[config.mk]
export PLATFORM = sky130hd
export DESIGN_NAME = drp_master_ctrl
export DESIGN_NICKNAME = d
export VERILOG_FILES = /design/src/rtl/drp_pkg.sv /design/src/rtl/drp_timeout_cnt.sv /design/src/rtl/drp_master_ctrl.sv
export SDC_FILE = /design/constraint.sdc
export NUM_CORES = 1
export LEC_CHECK = 0
export ABC_AREA = 1
export CAP_MARGIN = 10
export CELL_PAD_IN_SITES_DETAIL_PLACEMENT = 0
export CELL_PAD_IN_SITES_GLOBAL_PLACEMENT = 1
export CORE_UTILIZATION = 32
export DETAILED_ROUTE_END_ITERATION = 12
export PLACE_DENSITY_LB_ADDON = 0.1
export SETUP_SLACK_MARGIN = 0.02
export SLEW_MARGIN = 20
export SYNTH_ARGS = -nofsm -noshare
export SYNTH_HDL_FRONTEND = slang
export SYNTH_SLANG_ARGS = --single-unit
[constraint.sdc]
create_clock -name clk -period 1.42 [get_ports clk]
set_input_delay 0.426 -clock clk [delete_from_list [all_inputs] [get_ports clk]]
set_output_delay 0.426 -clock clk [all_outputs]
set_load 0.01 [all_outputs]
[src/rtl/drp_pkg.sv]
// drp_pkg: shared definitions for the DRP initiator.
//   - drp_state_e : FSM state encoding (RMW states exist only with DRP_RMW_EN)
//   - DRP_*_DEF   : default widths and timeout
//   - drp_cnt_width() : timeout counter width for a given TIMEOUT
// Optional feature macro: DRP_RMW_EN (masked writes become read-modify-write).
package drp_pkg;

  localparam int DRP_ADDR_WIDTH_DEF = 16;
  localparam int DRP_DATA_WIDTH_DEF = 16;
  localparam int DRP_TIMEOUT_DEF    = 1024;

  typedef enum logic [2:0] {
    ST_IDLE     = 3'd0,
    ST_REQ      = 3'd1,
    ST_ACCESS   = 3'd2,
    ST_WAIT     = 3'd3,
    ST_RESP     = 3'd4
`ifdef DRP_RMW_EN
    ,
    ST_ACCESS_W = 3'd5,
    ST_WAIT_W   = 3'd6
`endif
  } drp_state_e;

  // Counter only has to reach TIMEOUT-1, so clog2(TIMEOUT) bits suffice.
  function automatic int drp_cnt_width(input int timeout);
    return $clog2(timeout);
  endfunction

endpackage

[src/rtl/drp_timeout_cnt.sv]
// drp_timeout_cnt: up-counter shared by the grant wait and the drdy wait.
// Ports:
//   clk, rst_n  : clock, asynchronous active-low reset
//   i_clr       : synchronous clear (has priority over i_en)
//   i_en        : count enable
//   o_expired   : count has reached TIMEOUT-1
module drp_timeout_cnt
  import drp_pkg::*;
#(
  parameter int TIMEOUT = DRP_TIMEOUT_DEF
) (
  input  logic clk,
  input  logic rst_n,
  input  logic i_clr,
  input  logic i_en,
  output logic o_expired
);

  localparam int CNT_W = drp_cnt_width(TIMEOUT);

  logic [CNT_W-1:0] r_cnt;
  logic             w_expired;

  assign w_expired = (r_cnt == CNT_W'(TIMEOUT - 1));
  assign o_expired = w_expired;

  // Holds at TIMEOUT-1 so an unserviced expiry can never wrap to zero.
  always_ff @(posedge clk or negedge rst_n) begin
    if (!rst_n) begin
      r_cnt <= '0;
    end else if (i_clr) begin
      r_cnt <= '0;
    end else if (i_en && !w_expired) begin
      r_cnt <= r_cnt + CNT_W'(1);
    end
  end

endmodule

[src/rtl/drp_master_ctrl.sv]
// drp_master_ctrl: single-outstanding DRP initiator for the PCS/PMA shared core.
// Turns one command (read/write) into a req/gnt-arbitrated DRP access, waits a
// bounded time for grant and drdy, and returns data or a timeout flag.
// Ports:
//   cmd_*  : command channel (valid/ready), write flag, address, data, mask
//   rsp_*  : response channel (valid/ready), read data, timeout flag
//   drp_*  : DRP master side (req/gnt, den/dwe/daddr/di, drdy/drpdo)
// Optional feature macro: DRP_RMW_EN -- a write with nonzero cmd_mask is done as
// read-modify-write under one continuous drp_req; otherwise cmd_mask is ignored.
//
// state    | meaning
// IDLE     | cmd_ready high, waiting for a command
// REQ      | drp_req high, waiting for drp_gnt (bounded)
// ACCESS   | one-cycle den strobe (read phase for RMW)
// WAIT     | waiting for drdy (bounded)
// ACCESS_W | RMW only: one-cycle den strobe writing the merged word
// WAIT_W   | RMW only: waiting for drdy of the write phase
// RESP     | rsp_valid high until rsp_ready
module drp_master_ctrl
  import drp_pkg::*;
#(
  parameter int ADDR_WIDTH = DRP_ADDR_WIDTH_DEF,
  parameter int DATA_WIDTH = DRP_DATA_WIDTH_DEF,
  parameter int TIMEOUT    = DRP_TIMEOUT_DEF
) (
  input  logic                  clk,
  input  logic                  rst_n,
  input  logic                  cmd_valid,
  output logic                  cmd_ready,
  input  logic                  cmd_write,
  input  logic [ADDR_WIDTH-1:0] cmd_addr,
  input  logic [DATA_WIDTH-1:0] cmd_wdata,
  input  logic [DATA_WIDTH-1:0] cmd_mask,
  output logic                  rsp_valid,
  input  logic                  rsp_ready,
  output logic [DATA_WIDTH-1:0] rsp_rdata,
  output logic                  rsp_timeout,
  output logic                  drp_req,
  input  logic                  drp_gnt,
  output logic                  drp_den,
  output logic                  drp_dwe,
  output logic [ADDR_WIDTH-1:0] drp_daddr,
  output logic [DATA_WIDTH-1:0] drp_di,
  input  logic                  drp_drdy,
  input  logic [DATA_WIDTH-1:0] drp_drpdo
);

  drp_state_e            r_state;
  logic                  r_write;
  logic [ADDR_WIDTH-1:0] r_addr;
  logic [DATA_WIDTH-1:0] r_wdata;
  logic                  r_cmd_ready;
  logic                  r_rsp_valid;
  logic [DATA_WIDTH-1:0] r_rsp_rdata;
  logic                  r_rsp_timeout;
  logic                  r_req;
  logic                  r_den;
  logic                  r_dwe;
  logic [ADDR_WIDTH-1:0] r_daddr;
  logic [DATA_WIDTH-1:0] r_di;
  logic                  w_cnt_en;
  logic                  w_expired;

`ifdef DRP_RMW_EN
  logic [DATA_WIDTH-1:0] r_mask;
  logic                  r_rmw;
  assign w_cnt_en = (r_state == ST_REQ) || (r_state == ST_WAIT) || (r_state == ST_WAIT_W);
`else
  // Mask has no meaning without read-modify-write support.
  logic w_unused_mask;
  assign w_unused_mask = ^cmd_mask;
  assign w_cnt_en = (r_state == ST_REQ) || (r_state == ST_WAIT);
`endif

  // Counter is held at zero in every non-waiting state, so each wait phase
  // (grant, read drdy, write drdy) starts from a fresh count.
  drp_timeout_cnt #(.TIMEOUT(TIMEOUT)) u_cnt (
    .clk       (clk),
    .rst_n     (rst_n),
    .i_clr     (!w_cnt_en),
    .i_en      (w_cnt_en),
    .o_expired (w_expired)
  );

  assign cmd_ready   = r_cmd_ready;
  assign rsp_valid   = r_rsp_valid;
  assign rsp_rdata   = r_rsp_rdata;
  assign rsp_timeout = r_rsp_timeout;
  assign drp_req     = r_req;
  assign drp_den     = r_den;
  assign drp_dwe     = r_dwe;
  assign drp_daddr   = r_daddr;
  assign drp_di      = r_di;

  always_ff @(posedge clk or negedge rst_n) begin
    if (!rst_n) begin
      r_state       <= ST_IDLE;
      r_write       <= 1'b0;
      r_addr        <= '0;
      r_wdata       <= '0;
      r_cmd_ready   <= 1'b0;
      r_rsp_valid   <= 1'b0;
      r_rsp_rdata   <= '0;
      r_rsp_timeout <= 1'b0;
      r_req         <= 1'b0;
      r_den         <= 1'b0;
      r_dwe         <= 1'b0;
      r_daddr       <= '0;
      r_di          <= '0;
`ifdef DRP_RMW_EN
      r_mask        <= '0;
      r_rmw         <= 1'b0;
`endif
    end else begin
      // den/dwe/di are strobes: only the cycle entering an access sets them.
      r_den <= 1'b0;
      r_dwe <= 1'b0;
      r_di  <= '0;
      case (r_state)
        ST_IDLE: begin
          // cmd_ready is 0 for the first cycle after reset; no accept then.
          if (r_cmd_ready && cmd_valid) begin
            r_cmd_ready <= 1'b0;
            r_write     <= cmd_write;
            r_addr      <= cmd_addr;
            r_wdata     <= cmd_wdata;
`ifdef DRP_RMW_EN
            r_mask      <= cmd_mask;
            r_rmw       <= cmd_write && (cmd_mask != '0);
`endif
            r_req       <= 1'b1;
            r_state     <= ST_REQ;
          end else begin
            r_cmd_ready <= 1'b1;
          end
        end
        ST_REQ: begin
          if (drp_gnt) begin
            r_den   <= 1'b1;
            r_daddr <= r_addr;
`ifdef DRP_RMW_EN
            r_dwe   <= r_write && !r_rmw;
            r_di    <= (r_write && !r_rmw) ? r_wdata : '0;
`else
            r_dwe   <= r_write;
            r_di    <= r_write ? r_wdata : '0;
`endif
            r_state <= ST_ACCESS;
          end else if (w_expired) begin
            r_req         <= 1'b0;
            r_rsp_valid   <= 1'b1;
            r_rsp_timeout <= 1'b1;
            r_rsp_rdata   <= '0;
            r_state       <= ST_RESP;
          end
        end
        ST_ACCESS: begin
          r_state <= ST_WAIT;
        end
        ST_WAIT: begin
          if (drp_drdy) begin
`ifdef DRP_RMW_EN
            if (r_rmw) begin
              // Keep the pre-modify word for the response; write the merge.
              r_rsp_rdata <= drp_drpdo;
              r_den       <= 1'b1;
              r_dwe       <= 1'b1;
              r_di        <= (drp_drpdo & ~r_mask) | (r_wdata & r_mask);
              r_state     <= ST_ACCESS_W;
            end else
`endif
            begin
              r_rsp_rdata   <= r_write ? '0 : drp_drpdo;
              r_req         <= 1'b0;
              r_rsp_valid   <= 1'b1;
              r_rsp_timeout <= 1'b0;
              r_state       <= ST_RESP;
            end
          end else if (w_expired) begin
            r_req         <= 1'b0;
            r_rsp_valid   <= 1'b1;
            r_rsp_timeout <= 1'b1;
            r_rsp_rdata   <= '0;
            r_state       <= ST_RESP;
          end
        end
`ifdef DRP_RMW_EN
        ST_ACCESS_W: begin
          r_state <= ST_WAIT_W;
        end
        ST_WAIT_W: begin
          if (drp_drdy) begin
            r_req         <= 1'b0;
            r_rsp_valid   <= 1'b1;
            r_rsp_timeout <= 1'b0;
            r_state       <= ST_RESP;
          end else if (w_expired) begin
            r_req         <= 1'b0;
            r_rsp_valid   <= 1'b1;
            r_rsp_timeout <= 1'b1;
            r_rsp_rdata   <= '0;
            r_state       <= ST_RESP;
          end
        end
`endif
        ST_RESP: begin
          if (rsp_ready) begin
            r_rsp_valid   <= 1'b0;
            r_rsp_timeout <= 1'b0;
            r_rsp_rdata   <= '0;
            r_cmd_ready   <= 1'b1;
            r_state       <= ST_IDLE;
          end
        end
        default: begin
          r_req   <= 1'b0;
          r_state <= ST_IDLE;
        end
      endcase
    end
  end

endmodule

==> results.txt <==
The number of antenna-violating nets in the routed design came out at 0. The post-detailed-route DRC marker count is 0. The number of endpoints with negative hold slack in the final report came out at 0. The routed length per placed instance came out at about 13 um. Averaged over all synthesized cells, the footprint is 8.92 um2. The clock root buffer master is sky130_fd_sc_hd__clkbuf_16.

The die is about 120 um tall. The violation count after the first detailed-routing iteration came out at ~140. The share of layout cells above drive strength 1 came out at 33.2%. The net count after synthesis is 559.

The final standard cell count with taps included and fillers excluded came out at 854. The setup slack of the worst register-to-register path is -40 ps. Net switching is a little over a third of the power. The highest clock rate came out at 0.684 GHz.

The total overflow reported by the global router is 0. The number of cells on the worst hold path is 2. The total length of routed wires is 11500 um. The clock transition at the register clock pins on the worst setup and hold paths after CTS is 70 ps.

Setup repair after global routing could not meet its margin everywhere. The number of placed I/O pins came out at 125. The flow ran to the end, but the final reports show violations. The final sum of negative setup slack came out at -483 ps.

The worst clock skew on the final layout is ~7.5 ps. After synthesis, the cell types taking the most area are sky130_fd_sc_hd__dfrtp_1 (58%), sky130_fd_sc_hd__nand2_1 (14%), sky130_fd_sc_hd__nor2_1 (4.5%), sky130_fd_sc_hd__inv_1 (3.7%), sky130_fd_sc_hd__nand3_1 (3.2%). The required time of the worst setup path came out at approximately 1700 ps. The number of pins with negative max-slew slack in the final report came out at 0. The count of final setup violators came out at 23. The initial antenna violation count is 0. The number of optimization iterations in the first detailed-route pass is 4.

STA classifies the critical path startpoint as a flip-flop. The class of the tightest hold or removal check is reg -> reg. The later pin in the worst-skew pair is clocked with a latency of 340 ps.

The die outline width is between 100 and 150 um. The share of the synthesized area in the top cell type came out at between 50% and 60%. The number of levels in the clock H-tree came out at 3. The count of synthesis-stage warnings from yosys is 0. Counting flops and latches in the post-synthesis netlist gives 100. The number of distinct library cell variants in the gate-level netlist after synthesis came out at 32. The count of max-cap constraint violations came out at 0. The region available for standard cell placement spans approximately 0.013 mm2.

The number of clock buffers added by TritonCTS is 9. The post-synthesis instance total is 487. The area growth from synthesis to layout came out at 56.0%. The half-perimeter wire length of the detailed placement result is about 7500 um. The weighted congestion reported at the end of routability-driven placement came out at 0.733. The worst reg2reg path depth came out at 9. The post-synthesis instance area came out at about 0.0043 mm2.

sky130_fd_sc_hd__nand2_1 is the most common cell in the netlist. For this configuration, the core starts out at a cell density of between 30% and 40%. The share of synthesized registers carrying an async set or reset is between 90% and 100%. The utilization of the core after routing came out at between 50% and 60%. STA puts the critical path data arrival time at between 1500 and 2000 ps. The category of the worst setup path capture point is a flip-flop. The final setup slack of the worst path is -42.6 ps.

The share of total power in the clock network is 19.7%. The maximum number of buffers from clock root to sink is 2. The global routing usage summed across all routing layers is about 16%. The net total in the final layout came out at around 750. The worst ir drop on vdd is 0.864 mV. Combinational cells account for between 40% and 50% of the total power. The maximum fanout along the worst path came out at 12.

For this design the ratio of total power to cell area is 1990 mW/mm2. Entering global routing, the biggest net connects 30 pins. The dominant synthesized flop cell is sky130_fd_sc_hd__dfrtp_1. The placed instance count is between 800 and 900.

The worst relative slew slack is between 70% and 80%. Sorting the synthesized cells by how often they occur yields sky130_fd_sc_hd__nand2_1 (159), sky130_fd_sc_hd__dfrtp_1 (100), sky130_fd_sc_hd__nor2_1 (52), sky130_fd_sc_hd__inv_1 (43), sky130_fd_sc_hd__nand3_1 (28). The post-route minimum period is about 1500 ps. The part of the total power dissipated in sequential elements came out at 33.0%. The cell accounting for the most synthesized area is sky130_fd_sc_hd__dfrtp_1. The share of synthesized area occupied by flip-flops and latches came out at 57.6%. The area enclosed by the die boundary is ~0.014 mm2.

The internal portion of total power came out at approximately 8.6 mW. The static leakage is 3.51 nW. The per-cell via count in the routed design is ~4.4. The synthesized design contains 0 enable-type register cells. The net switching power figure came out at 4.86 mW. The slew at the pin closest to its max-slew limit came out at ~350 ps. The number of buffer cells added on primary ports is around 110. TritonCTS built the clock tree.

The final clock period utilization by the worst path is 103%. The floorplan has 42 rows. The number of antenna diodes is 0. The final reports fail on negative setup slack.

The number of clock sinks came out at 100. The setup path with the least slack is of type reg -> reg. The detailed-route via count came out at roughly 3800. The first global-routing pass estimated about 18000 um of wire.

The via count of the first global-routing pass came out at 3727.
state kept, by name, indices dropped and copies added, names as in the netlist:
register / flops
rsp_valid: 1
r_write: 1
r_wdata: 16
rsp_rdata: 16
drp_di: 16
r_state: 3
rsp_timeout: 1
u_cnt.r_cnt: 10
drp_dwe: 1
r_addr: 16
drp_daddr: 16
drp_req: 1
drp_den: 1
cmd_ready: 1
logic make-up (layout without fill, tap and decap cells):
logic type | after synthesis | after routing | share of synthesized area (%)
XOR/XNOR | 1 | 1 | 0.202
adder cells (fa/ha/maj) | 1 | 1 | 0.288
flip-flops | 100 | 100 | 57.6
multiplexers | 16 | 16 | 4.15
buffers and inverters | 67 | 255 | 7.03
AND/OR/NAND/NOR | 262 | 265 | 25.3
AO/OA/AOI/OAI | 40 | 40 | 5.47
per-stage QoR:
| stage | total power [mW] | cell area (um2) | worst slack (ps) | hold slack [ps] |
|---|---|---|---|---|
| 2_1_floorplan | 7.44 | 4400 | 1.05 | 130 |
| 3_3_place_gp | 9.93 | 6030 | -372 | 363 |
| 4_1_cts | 12.9 | 6530 | -45.8 | 471 |
| 5_1_grt | 14.5 | 6780 | -145 | 495 |
| 6_report | 13.5 | 6780 | -42.6 | 470 |
| 3_5_place_dp | 10.0 | 6030 | -400 | 360 |
layout make-up:
class / instances / area [um2]
Clock buffer: 13 / 250
Fill cell: 1289 / 6460
Inverter: 50 / 218
Sequential cell: 100 / 2500
Clock inverter: 3 / 68.8
Timing Repair Buffer: 189 / 1680
Multi-Input combinational cell: 323 / 1840
Tap cell: 176 / 220
layout by cell type, fill, tap and decap left out, drive strengths merged:
| cell type | n |
|---|---|
| nand2 | 169 |
| o211a | 1 |
| nand3 | 29 |
| o21ai | 8 |
| clkdlybuf4s50 | 53 |
| mux2 | 16 |
| nand3b | 2 |
| o211ai | 2 |
| bufinv | 2 |
| a21oi | 27 |
| nor2 | 57 |
| ha | 1 |
| clkinv | 1 |
| clkdlybuf4s15 | 14 |
| xor2 | 1 |
| clkbuf | 34 |
| nand4 | 3 |
| buf | 100 |
| nor3 | 5 |
| inv | 50 |
| dlygate4sd3 | 1 |
| dfrtp | 100 |
| a211oi | 1 |
| a21o | 1 |
what timing repair did:
| item | CTS | global route |
|---|---|---|
| pin swaps | 5 | 8 |
| hold buffers | 1 | 0 |
| gates cloned | 1 | 6 |
| endpoints found under the setup margin | 116 | 100 |
| hold endpoints to repair | 17 | 0 |
| resized for setup | 161 | 103 |
| buffers inserted | 18 | 7 |
final timing paths:
path,startpoint,to
worst max-delay path,r_state[1],rsp_rdata[9]
worst min-delay path,r_addr[14],drp_daddr[14]
worst max register to register,r_state[1],rsp_rdata[9]
worst min register to register,r_addr[14],drp_daddr[14]
max in group asynchronous,rst_n,drp_daddr[3]
min in group asynchronous,rst_n,cmd_ready
power groups by stage:
stage | Clock (mW) | Combinational (mW) | Sequential (mW)
final | 2.66 | 6.38 | 4.46
after global routing | 2.83 | 7.07 | 4.59
after CTS | 2.73 | 5.73 | 4.47
after detailed placement | 0 | 5.48 | 4.54
after global placement | 0 | 5.40 | 4.53
after floorplan | 0 | 2.67 | 4.77
metal layers:
layer / GRT usage, % / vias up / wire (um)
li1: - / 1898 / -
met1: 20.3 / 1806 / 5050
met2: 27.8 / 66 / 5810
met3: 3.43 / 9 / 495
met4: 6.65 / 0 / 139
met5: 0 / - / 0
worst max-delay path, stage by stage, from the launching register on:
cell	delay [ps]
sky130_fd_sc_hd__dfrtp_1	430
sky130_fd_sc_hd__nor2_4	160
sky130_fd_sc_hd__buf_4	130
sky130_fd_sc_hd__nand3b_1	150
sky130_fd_sc_hd__nand3_4	150
sky130_fd_sc_hd__inv_6	60
sky130_fd_sc_hd__o21ai_4	60
sky130_fd_sc_hd__buf_12	150
sky130_fd_sc_hd__nand2_1	50
sky130_fd_sc_hd__nand2_1	50
No activity file was read; power rests on OpenSTA's default activity.
